**src/rtl/gnss_buf_pkg.sv**
```systemverilog
// Shared constants and read-FSM state type for the GNSS capture buffer RAMs.
// The capture writer and the sample reader both build on these defaults.
package gnss_buf_pkg;

    localparam int ADDR_W_DEF = 14;
    localparam int WORD_W_DEF = 8;
    localparam int DEPTH_DEF  = 2 ** ADDR_W_DEF;

    typedef enum logic [1:0] {
        IDLE  = 2'd0,
        PRIME = 2'd1,
        RUN   = 2'd2
    } rd_state_t;

endpackage

```
**src/rtl/sample_unpacker.sv**
```systemverilog
// Parallel I/Q shift/hold datapath that turns packed words into a serial
// valid/ready sample stream, bit 0 (oldest capture) first.
module sample_unpacker
    import gnss_buf_pkg::*;
#(
    parameter int WORD_W = WORD_W_DEF
) (
    input  logic              clk,
    input  logic              rst,
    input  logic              clr,
    input  logic              load,
    input  logic              load_last,
    input  logic [WORD_W-1:0] din_i,
    input  logic [WORD_W-1:0] din_q,
    input  logic              smp_ready,
    output logic              smp_valid,
    output logic              smp_i,
    output logic              smp_q,
    output logic              smp_last,
    output logic              hold_valid,
    output logic              xfer
);

    localparam int CNT_W = (WORD_W > 1) ? $clog2(WORD_W) : 1;
    localparam logic [CNT_W-1:0] CNT_LAST = CNT_W'(WORD_W - 1);

    logic [WORD_W-1:0] sh_i;
    logic [WORD_W-1:0] sh_q;
    logic [WORD_W-1:0] hold_i;
    logic [WORD_W-1:0] hold_q;
    logic [CNT_W-1:0]  bit_cnt;
    logic              sh_valid;
    logic              sh_last;
    logic              hold_last;
    logic              word_end;
    logic              load_to_sh;

    assign xfer      = sh_valid & smp_ready;
    assign word_end  = xfer && (bit_cnt == CNT_LAST);
    assign smp_valid = sh_valid;
    assign smp_i     = sh_i[0];
    assign smp_q     = sh_q[0];
    assign smp_last  = sh_valid && sh_last && (bit_cnt == CNT_LAST);

    // A word landing as the current one drains goes straight to the shifter,
    // which keeps the stream gap-free across word boundaries.
    assign load_to_sh = load && (!sh_valid || (word_end && !hold_valid));

    always_ff @(posedge clk or negedge rst) begin
        if (!rst) begin
            sh_i       <= '0;
            sh_q       <= '0;
            hold_i     <= '0;
            hold_q     <= '0;
            bit_cnt    <= '0;
            sh_valid   <= 1'b0;
            sh_last    <= 1'b0;
            hold_valid <= 1'b0;
            hold_last  <= 1'b0;
        end else if (clr) begin
            sh_i       <= '0;
            sh_q       <= '0;
            bit_cnt    <= '0;
            sh_valid   <= 1'b0;
            sh_last    <= 1'b0;
            hold_valid <= 1'b0;
            hold_last  <= 1'b0;
        end else begin
            if (word_end) begin
                bit_cnt <= '0;
                if (hold_valid) begin
                    sh_i    <= hold_i;
                    sh_q    <= hold_q;
                    sh_last <= hold_last;
                end else if (load_to_sh) begin
                    sh_i    <= din_i;
                    sh_q    <= din_q;
                    sh_last <= load_last;
                end else begin
                    sh_i     <= '0;
                    sh_q     <= '0;
                    sh_last  <= 1'b0;
                    sh_valid <= 1'b0;
                end
            end else if (xfer) begin
                sh_i    <= sh_i >> 1;
                sh_q    <= sh_q >> 1;
                bit_cnt <= bit_cnt + CNT_W'(1);
            end else if (load_to_sh) begin
                sh_i     <= din_i;
                sh_q     <= din_q;
                sh_last  <= load_last;
                sh_valid <= 1'b1;
                bit_cnt  <= '0;
            end

            if (load && !load_to_sh) begin
                hold_i     <= din_i;
                hold_q     <= din_q;
                hold_last  <= load_last;
                hold_valid <= 1'b1;
            end else if (word_end && hold_valid) begin
                hold_valid <= 1'b0;
            end
        end
    end

endmodule

```
**src/rtl/sample_buf_reader.sv**
```systemverilog
// Replays packed 1-bit I/Q capture words from the bbi/bbq RAMs as a serial
// valid/ready sample stream over a wrapping address window.
//
// state | meaning
// IDLE  | no window; waits for start
// PRIME | first word requested, waiting for it to land
// RUN   | streaming samples, fetching ahead into hold
module sample_buf_reader
    import gnss_buf_pkg::*;
#(
    parameter int ADDR_W = ADDR_W_DEF,
    parameter int WORD_W = WORD_W_DEF,
    parameter int DEPTH  = 2 ** ADDR_W
) (
    input  logic              clk,
    input  logic              rst,
    input  logic              start,
    input  logic [ADDR_W-1:0] start_addr,
    input  logic [ADDR_W-1:0] len_words,
    input  logic              abort,
    output logic [ADDR_W-1:0] mem_addr,
    output logic              mem_re,
    input  logic [WORD_W-1:0] mem_dout_i,
    input  logic [WORD_W-1:0] mem_dout_q,
    output logic              smp_valid,
    input  logic              smp_ready,
    output logic              smp_i,
    output logic              smp_q,
    output logic              smp_last,
    output logic              busy,
    output logic              done
);

    rd_state_t         state;
    logic [ADDR_W-1:0] words_left;
    logic [ADDR_W-1:0] next_addr;
    logic              rd_last;
    logic              rd_dly;
    logic              rd_dly_last;
    logic              rif;
    logic              fetch;
    logic              hold_valid;
    logic              smp_xfer;

    // A read is in flight from the issuing edge until its data lands.
    assign rif       = mem_re | rd_dly;
    assign fetch     = (state != IDLE) && (words_left != '0) && !hold_valid && !rif;
    assign next_addr = (mem_addr == ADDR_W'(DEPTH - 1)) ? '0 : mem_addr + ADDR_W'(1);

    always_ff @(posedge clk or negedge rst) begin
        if (!rst) begin
            state       <= IDLE;
            words_left  <= '0;
            mem_addr    <= '0;
            mem_re      <= 1'b0;
            rd_last     <= 1'b0;
            rd_dly      <= 1'b0;
            rd_dly_last <= 1'b0;
            busy        <= 1'b0;
            done        <= 1'b0;
        end else begin
            done        <= 1'b0;
            mem_re      <= 1'b0;
            rd_dly      <= mem_re;
            rd_dly_last <= rd_last;
            if (abort) begin
                state      <= IDLE;
                busy       <= 1'b0;
                words_left <= '0;
                rd_dly     <= 1'b0;
            end else begin
                case (state)
                    IDLE: begin
                        if (start) begin
                            state      <= PRIME;
                            busy       <= 1'b1;
                            mem_re     <= 1'b1;
                            mem_addr   <= start_addr;
                            words_left <= len_words;
                            rd_last    <= (len_words == '0);
                        end
                    end
                    PRIME, RUN: begin
                        if (fetch) begin
                            mem_re     <= 1'b1;
                            mem_addr   <= next_addr;
                            words_left <= words_left - ADDR_W'(1);
                            rd_last    <= (words_left == ADDR_W'(1));
                        end
                        if (state == PRIME && rd_dly) begin
                            state <= RUN;
                        end
                        if (state == RUN && smp_xfer && smp_last) begin
                            state <= IDLE;
                            busy  <= 1'b0;
                            done  <= 1'b1;
                        end
                    end
                    default: begin
                        state <= IDLE;
                        busy  <= 1'b0;
                    end
                endcase
            end
        end
    end

    sample_unpacker #(
        .WORD_W(WORD_W)
    ) u_unpacker (
        .clk       (clk),
        .rst       (rst),
        .clr       (abort),
        .load      (rd_dly),
        .load_last (rd_dly_last),
        .din_i     (mem_dout_i),
        .din_q     (mem_dout_q),
        .smp_ready (smp_ready),
        .smp_valid (smp_valid),
        .smp_i     (smp_i),
        .smp_q     (smp_q),
        .smp_last  (smp_last),
        .hold_valid(hold_valid),
        .xfer      (smp_xfer)
    );

endmodule

```
**config.mk**
```make
export PLATFORM = sky130hd
export DESIGN_NAME = sample_buf_reader
export DESIGN_NICKNAME = d
export VERILOG_FILES = /design/src/rtl/gnss_buf_pkg.sv /design/src/rtl/sample_unpacker.sv /design/src/rtl/sample_buf_reader.sv
export SDC_FILE = /design/constraint.sdc
export NUM_CORES = 1
export LEC_CHECK = 0
export CORE_MARGIN = 8
export CORE_UTILIZATION = 33
export DETAILED_ROUTE_END_ITERATION = 10
export SYNTH_ARGS = -nofsm -noshare
export SYNTH_HDL_FRONTEND = slang
export SYNTH_SLANG_ARGS = --single-unit
```
**constraint.sdc**
```tcl
create_clock -name clk -period 2.7 [get_ports clk]
set_input_delay 0.81 -clock clk [delete_from_list [all_inputs] [get_ports clk]]
set_output_delay 0.81 -clock clk [all_outputs]
set_load 0.05 [all_outputs]
```
==> results by group, run 1 <==
Status
  • Status: completed

Clock network
  • CTS H-tree depth: 3
  • Clk_lat worst skew: 0.34 ns
  • Root buffer cell: clkbuf_16
  • Clock buffer depth: 2
  • CTS tree: done
  • Post_cts resized: 0
  • Clk sinks: 75
  • Clock transition at the registers of the reported paths: 0.06 ns
  • Post-cts hold buffer count: 0
  • Post-CTS setup buffer count: 0
  • Cts bufs inserted: 9

Place
  • DP Area: around 5200 um^2
  • HPWL Detailed: between 8000 and 9000 um
  • Port Buffer Count: a little under 70
  • Gpl congestion: approximately 0.91

Pwr
  • Worst VDD drop: about 700 uV
  • LEAKAGE: 2.39 nW
  • Power Dens Cells: between 800 and 900 nW/um^2

Timing
  • Worst Skew: between 0.004 and 0.005 ns
  • Final min period: ~2.6 ns
  • Slew HR: around 62%
  • Unrepaired setup endpoints after global routing: no
  • Final setup vio count: 0
  • Fmax: roughly 380 MHz
  • Final hold vios: 0
  • Fin. max-slew vios: 0
  • Setup TNS: 0 ns
  • Tcrit/Tclk final: between 90% and 100%
  • Worst-Margin Slew: around 0.58 ns

GRT
  • Initial antenna violation count: 0
  • First-pass GRT wire length: between 15000 and 20000 um
  • Largest net degree at the start of global routing: about 40
  • Vias in the first global route: 3806
  • Total track usage: 14.6%
  • Gr ovfl total: 0

Critical path
  • Worst reg2reg startpoint: state[0]
  • Crit path kind: flop to primary output
  • Crit end category: primary output
  • CP peak stage delay: 0.90 ns
  • Crit-path cells: clkdlybuf4s50_1
  • Family with the most delay on the worst path: buffers and inverters
  • Critical-path maximum fanout: 12
  • CP required: between 1.5 and 2 ns
  • Crit path arrival time: about 1.8 ns
  • Worst Setup SP: u_unpacker.smp_valid
  • CP max-delay cell: clkdlybuf4s50_1
  • Worst Path Buf+Inv: 1
  • Startpoint types: flop

Die
  • Num ports: 70
  • Core area: about 12000 um^2
  • Initial Util: between 30% and 40%
  • Die area: around 16000 um^2
  • Chip width: 128 um
  • Chip height: about 130 um
  • # rows: 41

Route
  • Vias: roughly 3.7k
  • Final ANT Viol Nets: 0
  • Drt pass-1 iters: 4
  • Vias per inst: about 5.4
  • Post-DR wirelength/cell: about 16 um
  • Drt total wl: 11500 um
  • Drc violations: 0
  • First DRT Iteration DRCs: around 220

Layout
  • Post-route cell area: between 5000 and 6000 um^2
  • P&R area growth vs syn: 31.5%
  • Diode count: 0
  • Final net count: 580
  • Filler cells: 1257
  • Layout cells sized above 1: a little over an eighth

Hold path
  • Worst min path class: flop to flop
  • Min-delay src: rd_last

Yosys
  • Synth Warn #: 0
  • Avg Cell Area, Syn: 9.40 um^2
  • Synth Register Bits: 75
  • Cells after Synth: ~440
  • Net count after synthesis: roughly 500
  • Top FF cell, synth: dfrtp_1
  • EDFF count, synth: 0
  • Ys async rst share: 100%
  • Netlist cell types: 60
  • Post-Syn Area: 4170 um^2
  • Sequential-to-total area share from yosys stat: between 40 and 50%

Flow run
  • Max-cap violations: 0
## routing by layer
metal	global-route usage (%)	routed length (um)
met5	0	0
met4	6.78	170
met3	4.14	768
met2	21.7	5060
met1	19.1	5490
## cells in the final DEF (no fill, tap or decap), drive strengths merged, types with 3 or more instances in the layout
cell and instances:
a211oi 4, a21o 3, a21oi 27, a22o 21, a31oi 4, and3 4
buf 25, clkbuf 10, clkdlybuf4s50 67, dfrtp 75, ha 10, inv 15
mux2 17, mux2i 3, nand2 28, nand2b 3, nand3 12, nand4 10
nand4b 3, nor2 59, nor2b 8, nor3 10, nor4 9, o21ai 26
o22ai 17, o31ai 4, o41ai 3, or2 5, or4 3, xor2 3
## final timing paths
path                       slack (ns)              endpoint  cells past startpoint
max in group asynchronous        1.63  u_unpacker.hold_i[0]                      2
setup reg to reg                 0.34          mem_addr[12]                      7
setup / recovery                  0.1             smp_valid                      1
hold / removal                   0.40           rd_dly_last                      0
hold reg to reg                  0.40           rd_dly_last                      0
min in group asynchronous        0.46    u_unpacker.sh_i[4]                      1
## registers in the layout (all words and copies together) (netlist names), 2 cells and up
name,cells
mem_addr,14
state,2
u_unpacker.bit_cnt,3
u_unpacker.hold_i,8
u_unpacker.hold_q,8
u_unpacker.sh_i,8
u_unpacker.sh_q,8
words_left,14
## through the flow
stage	utilization, %	setup slack [ns]	hold slack (ns)	std cells	total power, W
after CTS	44.0	0.0907	0.407	697	0.00474
after global routing	44.0	0.0219	0.423	697	0.00499
after detailed placement	41.5	0.0923	0.391	682	0.00341
final	44.0	0.0955	0.397	697	0.00471
after floorplan	-	0.416	0.354	444	0.00276
after global placement	41.5	0.136	0.378	682	0.00339
## layout make-up
class | instances | area, um^2 | share of cell area [%]
clock buffer | 10 | 239 | 4.36
clock inverter | 5 | 77.6 | 1.41
inverter | 15 | 56.3 | 1.03
multi-input combinational | 328 | 2130 | 38.7
sequential | 75 | 1880 | 34.2
tap | 172 | 215 | 3.92
timing repair buffer | 92 | 896 | 16.3
## worst register-to-register path: cells and delay by family, from the launching register on
family | cells | cell delay (ns)
flip-flops | 1 | 0.39
AO/OA/AOI/OAI | 4 | 0.99
adder cells (fa/ha/maj) | 1 | 0.23
buffers and inverters | 1 | 0.08
AND/OR/NAND/NOR | 1 | 0.57
## cells in the mapped netlist, types with 3 or more instances
cell	instances	area share, %
dfrtp_1	75	45
nor2_1	59	5.3
nand2_1	28	2.5
a21oi_1	27	3.2
a22o_1	21	4.4
clkbuf_1	19	1.7
mux2_2	17	4.6
o21ai_0	17	2.0
o22ai_1	17	2.5
inv_1	15	1.3
nand3_1	12	1.4
ha_1	10	3.0
nand4_1	10	1.5
nor3_1	9	1.1
o21ai_1	9	1.1
nor2b_1	8	1.2
nor4_1	7	1.0
buf_2	5	0.60
or2_2	5	0.75
a211oi_1	4	0.72
a31oi_1	4	0.60
and3_1	4	0.60
o31ai_1	4	0.72
a21o_1	3	0.54
mux2i_1	3	0.72
nand2b_1	3	0.45
nand4b_1	3	0.63
xor2_1	3	0.63
## logic make-up after synthesis
family,Yosys count,synth area share (%)
muxes,20,5.31
and+or+nand+nor,165,20.5
buffers and inverters,41,4.20
xor gates and xnor gates,4,0.840
adders and majority gates,10,3.00
DFF,75,45.0
AOI/OAI and AO/OA,129,21.2
## power by group
part           leakage, nW  internal (W)  switching [W]
logic                 1.24      0.000717        0.00105
clock network        0.154      0.000826       0.000481
registers            0.994       0.00135       0.000287
Power figures use the tool's default switching activity.
==> run 2, diff against run 1 <==
Settings changed: CTS_CLUSTER_SIZE from default to 24.
==> results of run 2 <==
The final DEF is identical to that of run 1; final timing and power are the same.
